**config.mk**
```make
export PLATFORM = sky130hd
export DESIGN_NAME = mem_stage
export DESIGN_NICKNAME = d
export VERILOG_FILES = /design/src/rtl/mem_stage.sv
export SDC_FILE = /design/constraint.sdc
export NUM_CORES = 1
export LEC_CHECK = 0
export ABC_AREA = 1
export BUFFER_PORTS_ARGS = -buffer_cell sky130_fd_sc_hd__buf_2
export CORE_ASPECT_RATIO = 1.2
export CORE_MARGIN = 2
export CORE_UTILIZATION = 51
export CTS_BUF_LIST = sky130_fd_sc_hd__clkbuf_2
export DETAILED_ROUTE_END_ITERATION = 16
export PLACE_DENSITY = 0.85
export SETUP_SLACK_MARGIN = 0.2
export SLEW_MARGIN = 20
export SYNTH_ARGS = -nofsm -noshare
export SYNTH_HDL_FRONTEND = slang
export SYNTH_SLANG_ARGS = --single-unit
export TNS_END_PERCENT = 20
```
**constraint.sdc**
```tcl
create_clock -name clk -period 1.8 [get_ports clk]
set_input_delay 0 -clock clk [delete_from_list [all_inputs] [get_ports clk]]
set_output_delay 0 -clock clk [all_outputs]
set_load 0.02 [all_outputs]
```
**src/rtl/mem_stage.sv**
```systemverilog
// Memory-access stage: EX/MEM register, data-memory req/ack access with timeout, MEM/WB register.
// Optional build macro MEM_MISALIGN_TRAP_EN traps misaligned half/word accesses instead of aligning them.
module mem_stage #(
    parameter int WORD_SIZE = 32,
    parameter int ADDR_SIZE = 10,
    parameter int NUM_REGS  = 32,
    parameter int REG_SEL   = $clog2(NUM_REGS),
    parameter int TIMEOUT   = 15
) (
    input  logic                 clk,
    input  logic                 rst_n,
    input  logic                 ex_valid,
    input  logic [WORD_SIZE-1:0] ex_result,
    input  logic [WORD_SIZE-1:0] ex_write_data,
    input  logic [REG_SEL-1:0]   ex_rd,
    input  logic                 ex_reg_write,
    input  logic                 ex_mem_read,
    input  logic                 ex_mem_write,
    input  logic [1:0]           ex_mem_size,
    input  logic                 ex_mem_unsigned,
    output logic                 stall,
    output logic                 dmem_req,
    output logic                 dmem_we,
    output logic [ADDR_SIZE-1:0] dmem_addr,
    output logic [3:0]           dmem_be,
    output logic [WORD_SIZE-1:0] dmem_wdata,
    input  logic                 dmem_ack,
    input  logic [WORD_SIZE-1:0] dmem_rdata,
    output logic [WORD_SIZE-1:0] mem_forward,
    output logic                 wb_valid,
    output logic [REG_SEL-1:0]   wb_rd,
    output logic                 wb_reg_write,
    output logic [WORD_SIZE-1:0] wb_data,
    output logic                 bus_err,
    output logic                 misalign_trap
);

    localparam int CNT_W = (TIMEOUT < 1) ? 1 : $clog2(TIMEOUT + 1);
    localparam logic [CNT_W-1:0] TMO = CNT_W'(TIMEOUT);

    typedef struct packed {
        logic                 valid;
        logic [WORD_SIZE-1:0] result;
        logic [WORD_SIZE-1:0] wdata;
        logic [REG_SEL-1:0]   rd;
        logic                 reg_write;
        logic                 mem_read;
        logic                 mem_write;
        logic [1:0]           size;
        logic                 uns;
    } exmem_t;

    typedef enum logic {IDLE = 1'b0, ACCESS = 1'b1} state_t;

    state_t               state, next_state;
    exmem_t               r;
    logic [CNT_W-1:0]     wait_cnt;
    logic                 in_access, timeout_hit, tmo_err, ex_mem_op, r_trap;
    logic [1:0]           off, eff_off;
    logic [3:0]           be_raw;
    logic [WORD_SIZE-1:0] wdata_rep, shifted, load_data;

    assign in_access   = (state == ACCESS);
    assign timeout_hit = in_access && (wait_cnt == TMO);
    // An ack arriving on the timeout cycle still completes normally.
    assign tmo_err     = timeout_hit && !dmem_ack;
    assign stall       = in_access && !dmem_ack && !timeout_hit;
    assign off         = r.result[1:0];

`ifdef MEM_MISALIGN_TRAP_EN
    logic ex_misalign;
    assign ex_misalign = (ex_mem_size == 2'b01 && ex_result[0]) ||
                         (ex_mem_size[1] && ex_result[1:0] != 2'b00);
    assign ex_mem_op   = ex_valid && (ex_mem_read || ex_mem_write) && !ex_misalign;
    assign r_trap      = r.valid && (r.mem_read || r.mem_write) &&
                         ((r.size == 2'b01 && off[0]) || (r.size[1] && off != 2'b00));
`else
    assign ex_mem_op   = ex_valid && (ex_mem_read || ex_mem_write);
    assign r_trap      = 1'b0;
`endif

    always_ff @(posedge clk) begin
        if (!rst_n) state <= IDLE;
        else        state <= next_state;
    end

    always_comb begin
        next_state = state;
        if (!stall) next_state = ex_mem_op ? ACCESS : IDLE;
    end

    always_ff @(posedge clk) begin
        if (!rst_n || !stall) wait_cnt <= '0;
        else                  wait_cnt <= wait_cnt + 1'b1;
    end

    always_ff @(posedge clk) begin
        if (!rst_n) begin
            r <= '0;
        end else if (!stall) begin
            r.valid     <= ex_valid;
            r.result    <= ex_result;
            r.wdata     <= ex_write_data;
            r.rd        <= ex_rd;
            r.reg_write <= ex_reg_write;
            r.mem_read  <= ex_mem_read;
            r.mem_write <= ex_mem_write;
            r.size      <= ex_mem_size;
            r.uns       <= ex_mem_unsigned;
        end
    end

    // Half/word offsets are forced to natural alignment; with the trap build
    // misaligned accesses never reach the bus so this only matters otherwise.
    always_comb begin
        eff_off   = 2'b00;
        be_raw    = 4'b1111;
        wdata_rep = r.wdata;
        case (r.size)
            2'b00: begin
                eff_off   = off;
                be_raw    = 4'b0001 << off;
                wdata_rep = {4{r.wdata[7:0]}};
            end
            2'b01: begin
                eff_off   = {off[1], 1'b0};
                be_raw    = 4'b0011 << eff_off;
                wdata_rep = {2{r.wdata[15:0]}};
            end
            default: ;
        endcase
    end

    always_comb begin
        shifted   = dmem_rdata >> {eff_off, 3'b000};
        load_data = shifted;
        case (r.size)
            2'b00:   load_data = {{(WORD_SIZE-8){!r.uns && shifted[7]}}, shifted[7:0]};
            2'b01:   load_data = {{(WORD_SIZE-16){!r.uns && shifted[15]}}, shifted[15:0]};
            default: ;
        endcase
    end

    assign dmem_req    = in_access;
    assign dmem_we     = in_access && r.mem_write;
    assign dmem_addr   = in_access ? r.result[ADDR_SIZE+1:2] : '0;
    assign dmem_be     = in_access ? be_raw : 4'b0000;
    assign dmem_wdata  = in_access ? wdata_rep : '0;
    assign mem_forward = r.result;

    always_ff @(posedge clk) begin
        if (!rst_n) begin
            wb_valid      <= 1'b0;
            wb_rd         <= '0;
            wb_reg_write  <= 1'b0;
            wb_data       <= '0;
            bus_err       <= 1'b0;
            misalign_trap <= 1'b0;
        end else if (!stall) begin
            wb_valid      <= r.valid;
            wb_rd         <= r.rd;
            wb_data       <= r.mem_read ? load_data : r.result;
            bus_err       <= r.valid && tmo_err;
            misalign_trap <= r_trap;
            wb_reg_write  <= r.valid && r.reg_write && !r.mem_write && !tmo_err && !r_trap;
        end
    end

endmodule

```
# After elaboration in Yosys (flattened, before gate mapping)
# Index checks and enable logic that the tools add are counted.
[totals] ff_bits=121 input_bits=111 output_inout_bits=122 elab_cells=53
[classes] n_addsub=1 n_eq_ne=2 shift=3 mux=9 reduce_logical=22
[ops] cell="$pmux W32 S2" n=2
[ops] cell="$mux W32" n=2
[ops] cell="$shr A32 B5 Y32" n=1
[ops] cell="$logic_and A1 B1 Y1" n=12
[ops] cell="$mux W10" n=1
[ops] cell="$pmux W4 S2" n=1
[ops] cell="$logic_not A1 Y1" n=7
[ops] cell="$add A4 B1 Y4 const B" n=1
[ops] cell="$eq A4 B4 Y1 const B" n=1
[ops] cell="$mux W4" n=1
[ops] cell="$pmux W2 S2" n=1
[ops] cell="$shl A1 B2 Y4 const A" n=1
[ops] cell="$shl A2 B2 Y4 const A" n=1
[ops] cell="$eq A2 B1 Y1 const B" n=1
[ops] cell="$logic_not A2 Y1" n=1
[ops] cell="$logic_or A1 B1 Y1" n=2
[ops] cell="$mux W1" n=1

# Logic depth before layout (Yosys ltp)
[logic_depth] depth_word=6 depth_mapped=10 depth_no_buf=9

# Worst setup path before layout
# OpenSTA, ideal clock, no wires.
[synth_path] path_type="flip-flop to flip-flop" startpoint="register state (netlist: dmem_req)" endpoint="register wb_data[0]" setup_time_ps=112 t_arrival_ps=1432 t_required_ps=1688 slack_ps=256 path_stages_with_launch=10 n_path_buf=2 cell_sequence="dfxtp_1 > buf_2 > inv_2 > nor2_4 > nand2_2 > nand2_1 > buf_1 > a21oi_1 > nand2_1 > nand2_1"
[synth_via] elab_chain_len=3 word_cells_on_any_way=4
[synth_lines] element="start: declaration" line_no="55" rtl="state_t state, next_state;"
[synth_lines] element="start signal: assignment" line_no="84" rtl="else state <= next_state;"
[synth_lines] element="$logic_and A1 B1 Y1" line_no="64" rtl="assign timeout_hit = in_access && (wait_cnt == TMO);"
[synth_lines] element="$logic_not A1 Y1" line_no="67" rtl="assign stall = in_access && !dmem_ack && !timeout_hit;"
[synth_lines] element="$logic_and A1 B1 Y1 (*)" line_no="67"
[synth_lines] element="end signal: assignment" line_no="162" rtl="wb_data <= r.mem_read ? load_data : r.result;"
[synth_lines] element="end: declaration" line_no="33" rtl="output logic [WORD_SIZE-1:0] wb_data,"
# Every way passes the cells marked *; elsewhere a longest branch is shown, timed or not.
# A chain may end at the register's enable or synchronous reset.

# Worst setup path after layout
[layout_path] startpoint="register r[2] in the netlist's numbering" endpoint="output port dmem_wdata[9]"
[layout_via] elab_chain_len=3 word_cells_on_any_way=4
[layout_lines] element="start: declaration" line_no="56" rtl="exmem_t r;"
[layout_lines] element="$eq A2 B1 Y1 / $logic_not A2 Y1 (equally long branches)" line_no="119" rtl="case (r.size)"
[layout_lines] element="$pmux W32 S2 (*)" line_no="119"
[layout_lines] element="$mux W32 (*)" line_no="148" rtl="assign dmem_wdata = in_access ? wdata_rep : '0;"
[layout_lines] element="end: declaration" line_no="26" rtl="output logic [WORD_SIZE-1:0] dmem_wdata,"
# Marked as above.

==> results.md <==
* Worst skew pair latency at 0.73 ns
* Design area at 0.00973 mm²
* Vias in the first global route at 7772
* CP Cell Sequence: nor2_4, inv_4, buf_12, o21ai_2, nor2_1, buf_2
* Wire length per cell at 18.8 µm
* Final Slew Violations at 0
* RSZ-0062 raised after global routing: yes
* Via density at 5.71
* Area Growth Syn to Fin at 61.4%
* Setup WS pre-CTS at 0.0990 ns
* Critical-path top delay cell: dfxtp_4
* Fin nets at 1349
* Syn Nets at 1021
* Crit-path max cell delay at 0.40 ns
* CTS Root Cell: clkbuf_2
* Area leader, netlist: dfxtp_1
* Sw frac at 0.348
* Mapped Cells at 909
* Crit end category: primary output
* Largest net degree at the start of global routing at 53
* DRT antenna net count at 0
* Post-synthesis async set-or-reset flop share at 0
* Synth cell types at 31
* Max-Cap Viols at 0
* Initial drt markers at 778
* Setup Skew at 0.0343 ns
* Syn avg cell area at 6.63 µm²
* Starting density of the core at 0.521
* Worst hold path class: in -> reg
* Final setup margin at -0.119 ns
* Yosys reg bits at 121
* Site Rows at 43
* Global-route wire length before repair at 37500 µm
* Cell Int Power at 4.65 mW
* Clock Path Buffers at 2
* Share of cells above drive strength 1 at 0.351
* Power, Total at 7.14 mW
* Critical setup path kind: reg -> out
* Number of CTS-inserted buffers at 17
* IO Port Bufs at 231
* Hold depth at 4
* Final setup vio count at 25
* CP arrival at 1.92 ns
* Final Hold Vio Count at 0
* Hold Crit Start: ex_rd[3]
* Synth warn at 0
* DIE AREA at 0.0127 mm²
* Initial antenna violation count at 1
* Global route overflow at 0
* Core footprint at 0.0116 mm²
* Gate power share at 0.285
* Top cells by area, synth: dfxtp_1 (40%), nand2_1 (12%), nand3_1 (11%)
* Outcome: complete, but fails checks
* R2R depth at 10
* Post-synth EDFFs at 0
* PD cells at 734 mW/mm²
* # clock sinks at 121
* Placer Congestion at 0.931
* Required time of the critical path at 1.80 ns
* Leading cell type in the layout, fill and taps excluded: buf_2
* Max Freq at 0.521 GHz
* Most frequent cells in the layout: buf_2 (186), nand2_1 (180), dfxtp_1 (115), dlygate4sd3_1 (115), nand3_1 (104)
* Final cycle utilization of the critical path at 1.07
* Residual DRC at 0
* Post-synth top flop: dfxtp_1
* CP Max Fanout at 6
* Half-perimeter wire length after placement at 13300 µm
* CTS tree: done
* Clock slew at reported path FFs at 0.22 ns
* Non-filler cells, final at 1408
* GR Util All Layers at 0.384
* Placed Cells at 1233
* Die width at 103 µm
* Critical path startpoint category: register
* # H-tree levels at 4
* Die Ht at 123 µm
* CP Launch Point: r[2]
* P_sw at 2.49 mW
* Overall routed net length at 26500 µm
* Final Critical Period at 1.92 ns
* Post-Syn Area at 0.00603 mm²
* Drt pass-1 iters at 10
* Critical R2R Launch: r[2]
* Via count at 8045
* DP Area at 0.00707 mm²
* Clk pwr share at 0.290
* Sequential cell area fraction in the yosys report at 0.402
* End-of-flow core utilization at 0.841
* P_leak at 4.82 nW
* IO Pins at 233
* Reg power frac at 0.424
* Failing checks: negative setup slack
* Peak supply drop at 0.000532 V
* Yosys top cell area share at 0.402
* Fill cells at 600
## per-stage QoR
step / setup TNS, ns / hold slack [ns]
5_1_grt: -5.56 / 0.00479
6_report: -1.71 / 0.0277
3_3_place_gp: 0 / 0.222
4_1_cts: -1.26 / 0.000425
3_5_place_dp: 0 / 0.226
2_1_floorplan: 0 / 0.135
## logic make-up after synthesis
kind of cell,after synthesis,synth area share
compound gates,152,0.132
fa+ha+maj,1,0.00207
simple gates,442,0.312
buf+inv,190,0.148
flops,121,0.402
xor+xnor,2,0.00291
other cells,1,0.000622
## layer usage
metal  share of wire  up-vias  track usage
met5               0        -            0
met4           0.071        0        0.227
met3           0.099      188       0.0989
met2            0.50      695        0.681
met1            0.33     3617        0.402
li1                -     3545            -
## cell usage after synthesis (2+ instances only)
cell,n
buf_1,2
nand2_1,185
nand3_2,2
clkinv_1,4
clkbuf_1,34
o211ai_1,8
nand3_1,131
inv_2,5
a21oi_1,43
nor2_4,4
nand2_2,3
nor3_1,3
a211oi_1,2
inv_1,86
nor2_1,112
buf_6,2
buf_4,37
dfxtp_1,121
o21ai_1,34
o22ai_1,8
buf_2,18
o21ai_0,56
## layout make-up
class | count | area, µm² | share of cell area
antenna | 1 | 2.50 | 0.000257
timing repair buffer | 402 | 3200 | 0.329
clock inverter | 15 | 198 | 0.0203
inverter | 97 | 399 | 0.0410
multi-input combinational | 598 | 3220 | 0.330
tap | 157 | 196 | 0.0202
clock buffer | 17 | 85.1 | 0.00874
sequential | 121 | 2440 | 0.250
## state kept, by name, indices dropped and copies added (netlist names)
name	cells
r	44
mem_forward	32
wb_data	32
wb_rd	5
wait_cnt	4
bus_err	1
dmem_req	1
wb_reg_write	1
wb_valid	1
## path summary, 6_finish.rpt
| path | endpoint | slack [ns] |
|---|---|---|
| worst min register to register | wb_data[25] | 0.46 |
| worst min-delay path | r[9] | 0.03 |
| worst max register to register | wb_data[9] | -0.02 |
| worst max-delay path | dmem_wdata[9] | -0.12 |
## what timing repair did
item,4_1_cts,5_1_grt
pin swaps,20,29
buffers inserted,18,5
cloned,3,1
hold buffers,115,0
gates resized for setup,169,104
hold endpoints to repair,117,0
setup endpoints to repair,93,105
## power by group through the flow
stage / sequential, mW / clock (mW) / combinational, mW
floorplan: 3.11 / 0 / 0.856
global placement: 3.04 / 0 / 1.35
detailed placement: 3.04 / 0 / 1.36
CTS: 3.00 / 2.04 / 1.82
global route: 3.04 / 2.18 / 2.17
finish: 3.03 / 2.07 / 2.04
## worst max-delay path, delay by kind of cell, from the launching register on
| family | cells | cell delay, ns |
|---|---|---|
| flip-flops | 1 | 0.40 |
| buffers and inverters | 3 | 0.39 |
| AND/OR/NAND/NOR | 2 | 0.25 |
| AO/OA/AOI/OAI | 1 | 0.18 |
(Power assumes the default switching activity.)
